[src/rtl/mac_seq_ctrl.sv]
// Sequences one signed MAC lane through a dot product of len elements; MAC_SEQ_BIAS_EN folds a start-time bias in via mac_ci.
// Latency: out_valid len + MAC_LAT + 1 cycles after start with gap-free operands; len == 0 completes the next cycle.
// Backpressure: in_ready only while operands are owed; result held in DONE until out_ready, start ignored unless idle.
module mac_seq_ctrl #(
    parameter int DW      = 8,
    parameter int CW      = 16,
    parameter int LEN_W   = 8,
    parameter int MAC_LAT = 4,
    parameter int CI_DLY  = 2,
    parameter int ACC_W   = CW + LEN_W + 1
) (
    input  logic             clk,
    input  logic             rst_n,
    input  logic             start,
    input  logic [LEN_W-1:0] len,
    input  logic [CW-1:0]    bias,
    output logic             busy,
    input  logic             in_valid,
    output logic             in_ready,
    input  logic [DW-1:0]    in_x,
    input  logic [DW-1:0]    in_w,
    output logic [DW-1:0]    mac_xi,
    output logic [DW-1:0]    mac_wi,
    output logic             mac_w_en,
    output logic [CW-1:0]    mac_ci,
    input  logic [CW:0]      mac_co,
    output logic             out_valid,
    input  logic             out_ready,
    output logic [ACC_W-1:0] out_data
);

    typedef enum logic [1:0] {IDLE, STREAM, DRAIN, DONE} state_t;

    state_t             state_q, state_d;
    logic [LEN_W-1:0]   remaining_q;
    logic [MAC_LAT-1:0] tag_q;
    logic [ACC_W-1:0]   acc_q;
    logic [ACC_W-1:0]   start_acc;
    logic [ACC_W-1:0]   co_ext;
    logic               issue;
    logic               start_ok;

    assign start_ok = (state_q == IDLE) && start;
    assign co_ext   = {{(ACC_W-CW-1){mac_co[CW]}}, mac_co};

    always_comb begin
        state_d  = state_q;
        in_ready = (state_q == STREAM) && (remaining_q != '0);
        issue    = in_valid && in_ready;
        case (state_q)
            IDLE:    if (start) state_d = (len != '0) ? STREAM : DONE;
            STREAM:  if (issue && remaining_q == LEN_W'(1)) state_d = DRAIN;
            // The oldest tag is consumed this cycle, so only younger bits matter.
            DRAIN:   if (tag_q[MAC_LAT-2:0] == '0) state_d = DONE;
            DONE:    if (out_ready) state_d = IDLE;
            default: state_d = IDLE;
        endcase
    end

    assign mac_xi    = issue ? in_x : '0;
    assign mac_wi    = issue ? in_w : '0;
    assign mac_w_en  = issue;
    assign out_valid = (state_q == DONE);
    assign out_data  = acc_q;
    assign busy      = (state_q != IDLE) && !((state_q == DONE) && out_ready);

`ifdef MAC_SEQ_BIAS_EN
    logic [CI_DLY-1:0][CW-1:0] ci_line_q;
    logic [CW-1:0]             bias_q;
    logic                      first_q;

    assign start_acc = (len == '0) ? {{(ACC_W-CW){bias[CW-1]}}, bias} : '0;
    assign mac_ci    = ci_line_q[CI_DLY-1];

    // The bias rides alongside the first element so the MAC adds it exactly once.
    always_ff @(posedge clk or negedge rst_n) begin
        if (!rst_n) begin
            ci_line_q <= '0;
            bias_q    <= '0;
            first_q   <= 1'b0;
        end else begin
            if (start_ok) begin
                bias_q  <= bias;
                first_q <= 1'b1;
            end else if (issue) begin
                first_q <= 1'b0;
            end
            ci_line_q[0] <= (issue && first_q) ? bias_q : '0;
            for (int i = 1; i < CI_DLY; i++) ci_line_q[i] <= ci_line_q[i-1];
        end
    end
`else
    logic unused_bias;

    assign unused_bias = ^bias;
    assign start_acc   = '0;
    assign mac_ci      = '0;
`endif

    always_ff @(posedge clk or negedge rst_n) begin
        if (!rst_n) begin
            state_q     <= IDLE;
            remaining_q <= '0;
            tag_q       <= '0;
            acc_q       <= '0;
        end else begin
            state_q <= state_d;
            tag_q   <= {tag_q[MAC_LAT-2:0], issue};
            if (start_ok) begin
                remaining_q <= len;
                acc_q       <= start_acc;
            end else begin
                if (issue) remaining_q <= remaining_q - LEN_W'(1);
                if (tag_q[MAC_LAT-1]) acc_q <= acc_q + co_ext;
            end
        end
    end

endmodule
[config.mk]
export PLATFORM = sky130hd
export DESIGN_NAME = mac_seq_ctrl
export DESIGN_NICKNAME = d
export VERILOG_FILES = /design/src/rtl/mac_seq_ctrl.sv
export SDC_FILE = /design/constraint.sdc
export NUM_CORES = 1
export LEC_CHECK = 0
export CORE_MARGIN = 4
export CORE_UTILIZATION = 46
export CTS_CLUSTER_SIZE = 40
export DETAILED_ROUTE_END_ITERATION = 10
export PLACE_DENSITY = 0.87
export SLEW_MARGIN = 20
export SYNTH_ARGS = -nofsm -noshare
export SYNTH_HDL_FRONTEND = slang
export SYNTH_SLANG_ARGS = --single-unit
[constraint.sdc]
create_clock -name clk -period 2.89 [get_ports clk]
set_input_delay 0.578 -clock clk [delete_from_list [all_inputs] [get_ports clk]]
set_output_delay 0.578 -clock clk [all_outputs]
set_load 0.05 [all_outputs]
# == After elaboration in Yosys (flattened, before gate mapping) ==
# Index checks and enable logic that the tools add are counted.
# op_classes
n_reduce_logical,15
n_mul,0
shifts,0
n_lt_le_gt_ge,0
add_sub_neg,2
div_mod_pow,0
bitwise,0
mux,12
n_eq_ne,8
# ops
cell,n
two-way mux 25 bit,2
two-way mux 8 bit,4
adder 25 bit,1
nonzero test 8 bit,2
two-way mux 2 bit,5
equality test 8 x 1 -> 1 bit (second input constant),1
one-hot mux 2 bit (4 select lines),1
subtractor 8 x 1 -> 8 bit (second input constant),1
logical AND 1 bit,6
nonzero test 2 bit,3
equality test 2 bit (second input constant),2
inequality test 2 x 1 -> 1 bit (second input constant),2
inequality test 2 bit (second input constant),2
AND reduction 4 bit,1
zero test 3 bit,1
equality test 2 x 1 -> 1 bit (second input constant),1
zero test 2 bit,1
zero test 1 bit,1
# word_totals
ramBits,0
latchBits,0
in_bits,62
n_memories,0
output_inout_bits,61
regBits,39
wordCells,41
romBits,0

# == Longest topological paths before layout ==
# Gate-level depths: netlist of the first run.
# logic_depth
ltp_word,6
depth_mapped,9
ltp_nobuf,8

# == Worst setup path after synthesis of the first run ==
# OpenSTA, ideal clock, no wires.
# synth_path
path_type,register to register
startpoint,"register acc_q[0], in the netlist out_data[0]"
endpoint,"register acc_q[24], in the netlist out_data[24]"
path_buffers,0
synth_period_minus_slack_ps,2574
arrival_ps,2503
stages_incl_launch_ff,9
required_time_ps,2819
slack_ps,316
setup_ps,71
path_cell_list,dfrtp_1 ha_1 fa_1 a211oi_2 o211ai_2 a41oi_4 a211oi_2 or3_1 nand4_1
# synth_between
elab_chain_len,3
# synth_lines
item,line,source
from (decl),37,logic [ACC_W-1:0] acc_q;
from (signal assigned),111,acc_q <= start_acc;
from (signal assigned),114,if (tag_q[MAC_LAT-1]) acc_q <= acc_q + co_ext;
adder 25 bit,114,
two-way mux 25 bit,114,
two-way mux 25 bit,109,if (start_ok) begin
# Every way passes these cells. The select of a mux whose other input is x is not followed.
# A chain may end at the register's enable or synchronous reset.

# == Worst setup path in the final report of the first run ==
# layout_path
startpoint,input mac_co[0]
endpoint,"register acc_q[24], in the netlist out_data[24]"
# layout_between
elab_chain_len,3
# layout_lines
item,line,source
from (decl),26,"input logic [CW:0] mac_co,"
adder 25 bit,114,
two-way mux 25 bit,114,
two-way mux 25 bit,109,
# Every way passes these cells. The select of a mux whose other input is x is not followed.

==> results_dict.tcl, run 1 <==
set metrics [dict create \
    run_status "completed" \
    firstDrtPassIters 4 \
    pre_cts_ws_ns -0.1834 \
    cts_tree "built" \
    synth_edf_count 0 \
    final_max_slew_viol_count 0 \
    end_kind "flop" \
    final_cells 599 \
    clockRootBuffer "clkbuf_8" \
    die_x_um 94.05 \
    postCtsSetupBuffers 0 \
    synth_area_mm2 0.003406 \
    crit_path_start_kind "input port" \
    h-tree-depth 2 \
    dpl.cell_count 591 \
    synth_ff_type "dfrtp_1" \
    synth_area_leaders "dfrtp_1 (29%), ha_1 (12%), and3_1 (3.9%)" \
    rr_startpoint "out_data[0]$_DFFE_PN0P_" \
    ys_seq_area_share_pct 28.66 \
    worst_slack_ns 0.09306 \
    num_rows 31 \
    dieArea_mm2 0.008844 \
    die_h_um 94.05 \
    rrSetupSlack_ns 0.39 \
    setup_viol 0 \
    synth_seq_cells 39 \
    portBuffers 90 \
    clk_latency_ns 0.29 \
    antenna_left 0 \
    fillers 610 \
    r2r-end "out_data[24]$_DFFE_PN0P_" \
    clock_path_buffers 2 \
    synth.most_common_cell "dfrtp_1" \
    area_delta_synth_final_pct 39.75 \
    worstHoldPathCells 0 \
    tightestPinTransition_ns 0.9269 \
    hold_viol_final 0 \
    cts_buffers 5 \
    ys_async_sr_fraction_pct 100.0 \
    io-pin-count 123 \
    synth.distinct_cells 64 \
    core_mm2 0.007214 \
    crit_path_max_fanout 4 \
    netlist_instances 392 \
    yosysTopAreaCell "dfrtp_1" \
    fin_crit_sh_pct 96.78 \
    crit_required_ns 3.12 \
    clock_sinks 39 \
    clk_pin_slew_ns 0.08 \
    p_per_area_mw_per_mm2 1065 \
    maxSlewHeadroom_pct 38.21 \
    initial_core_util_pct 47.21 \
    vias_per_cell 5.614 \
    avgSynthCellArea_um2 8.688 \
    utilization_pct 65.97 \
    drt_first_iter_violations 227 \
    synthTopCellsByCount "dfrtp_1 (39), nand2_1 (33), ha_1 (32)" \
    ctsHoldBuffers 0 \
    r2r_cells 8 \
    yosys.area.top_type_share_pct 28.66 \
    hold_start "tag_q[0]$_DFF_PN0_" \
    vias 3363 \
    grt_pass1_vias 3332 \
    grt_setup_unrepaired "no" \
    drc 0 \
    gp_congestion 0.9092 \
    antenna_found_initial 0 \
    cts_resized 0 \
    fin_crit_ns 2.797 \
    overflow 0 \
    wl_per_cell_um 16.25 \
    vdd_ir_drop_max_mv 0.5894 \
    yosysWarnings 0 \
    timing.hold.worst.class "reg -> reg" \
    maxCapViolations 0 \
    path_class "in -> reg" \
    finClkSkew_ns 0.003953 \
    grt_max_degree 40 \
    hold_end "tag_q[1]$_DFF_PN0_" \
    routed_wl_mm 9.732 \
    n_antenna_cell 0 \
    finalNetCount 594 \
    grt_pass1_wl_mm 15.94 \
    track_usage_pct 22.34 \
    worstPathArrival_ns 3.02 \
    final_layout_size_suffix_gt1_share_pct 13.40 \
    fmaxAchievable_mhz 357.5 \
    hold_ws_ns 0.3801 \
    hpwl_mm 7.643 \
    p_leak_nw 2.112 \
]
-- how the worst max path moves through the flow --
| stage | from | slack, ns | cells past startpoint | to |
|---|---|---|---|---|
| global placement | mac_co[0] | -0.14 | 9 | out_data[24]$_DFFE_PN0P_ |
| global route | mac_co[0] | 0.02 | 9 | out_data[24]$_DFFE_PN0P_ |
| floorplan | out_data[0]$_DFFE_PN0P_ | 0.32 | 8 | out_data[24]$_DFFE_PN0P_ |
| detailed placement | mac_co[0] | -0.18 | 9 | out_data[24]$_DFFE_PN0P_ |
| CTS | mac_co[0] | 0.1 | 9 | out_data[24]$_DFFE_PN0P_ |
| finish | mac_co[0] | 0.09 | 9 | out_data[24]$_DFFE_PN0P_ |
-- flip-flops by register name, summed over array words and instances (netlist names) --
register	cells
out_data	25
remaining_q	8
tag_q	4
state_q	2
-- critical path, stage by stage --
cell	delay (ns)
clkdlybuf4s50_1	0.41
ha_1	0.23
fa_1	0.43
a211oi_2	0.29
o211ai_2	0.15
a41oi_4	0.32
a211oi_2	0.15
or3_1	0.37
nand4_1	0.10
-- stage by stage --
step,power (mW),cell area (um^2),setup TNS (ns)
6_report,5.069,4760,0
5_1_grt,5.431,4760,0
4_1_cts,5.068,4760,0
3_5_place_dp,4.621,4656,-0.7970
3_3_place_gp,4.504,4656,-0.5158
2_1_floorplan,3.447,3462,0
-- cell families (layout without fill, tap and decap cells) --
family                   count (synthesis)  after routing  synth area share, %
buffers and inverters                   44            137                6.980
flip-flops                              39             39                28.66
AO/OA/AOI/OAI                          112            112                23.33
AND/OR/NAND/NOR                        129            129                19.32
XOR/XNOR                                21             21                5.401
adder cells (fa/ha/maj)                 33             33                12.34
other                                    1             16               0.1101
multiplexers                            13             13                3.858
-- cell usage in the layout (no fill, tap or decap), drive strengths merged, types with 4 or more instances in the layout --
cell            n
and2            4
nor2           28
nand3           8
inv            12
and3           21
o21ai          31
clkbuf          7
xnor2          13
or3             6
mux2i          12
ha             32
nand2          33
nor4            8
o21bai          4
o211ai          5
nor3            5
buf            45
a21oi          24
clkdlybuf4s50  71
nand4           8
conb           16
xor2            8
a211oi         12
o21a            4
dfrtp          39
a31oi           6
a21o            6
-- layout make-up --
class	count	area, um^2	area share (%)
Tap cell	99	123.9	2.603
Timing Repair Buffer	116	1259	26.45
Inverter	13	48.80	1.025
Multi-Input combinational cell	324	2248	47.24
Sequential cell	39	975.9	20.50
Clock inverter	1	7.507	0.1577
Clock buffer	7	96.34	2.024
-- metal layers --
metal,share of wire (%),track usage [%],up-vias
met5,0,0,-
met4,2.0,7.341,0
li1,-,-,1629
met1,43,28.74,1621
met3,4.6,3.045,19
met2,51,38.44,94
-- where the power goes --
| group | total, mW | switching (mW) | internal [mW] | leakage, nW |
|---|---|---|---|---|
| Clock | 0.424 | 0.207 | 0.217 | 0.0505 |
| Sequential | 0.993 | 0.212 | 0.780 | 0.494 |
| Combinational | 3.65 | 2.21 | 1.45 | 1.57 |
Power figures use the tool's default switching activity.
==> run 2, diff against run 1 <==
--- a/config.mk
+++ b/config.mk
@@ -10,6 +10,7 @@
 export CTS_CLUSTER_SIZE = 40
 export DETAILED_ROUTE_END_ITERATION = 10
 export PLACE_DENSITY = 0.87
+export SKIP_CTS_REPAIR_TIMING = 1
 export SLEW_MARGIN = 20
 export SYNTH_ARGS = -nofsm -noshare
 export SYNTH_HDL_FRONTEND = slang
==> results of run 2 <==
No change in the layout: final DEF, timing and power equal those of run 1.
==> run 3, diff against run 2 <==
--- a/config.mk
+++ b/config.mk
@@ -5,6 +5,7 @@
 export SDC_FILE = /design/constraint.sdc
 export NUM_CORES = 1
 export LEC_CHECK = 0
+export ABC_CLOCK_PERIOD_IN_PS = 2890
 export CORE_MARGIN = 4
 export CORE_UTILIZATION = 46
 export CTS_CLUSTER_SIZE = 40
==> results of run 3 <==
No change in the layout: final DEF, timing and power equal those of run 1.
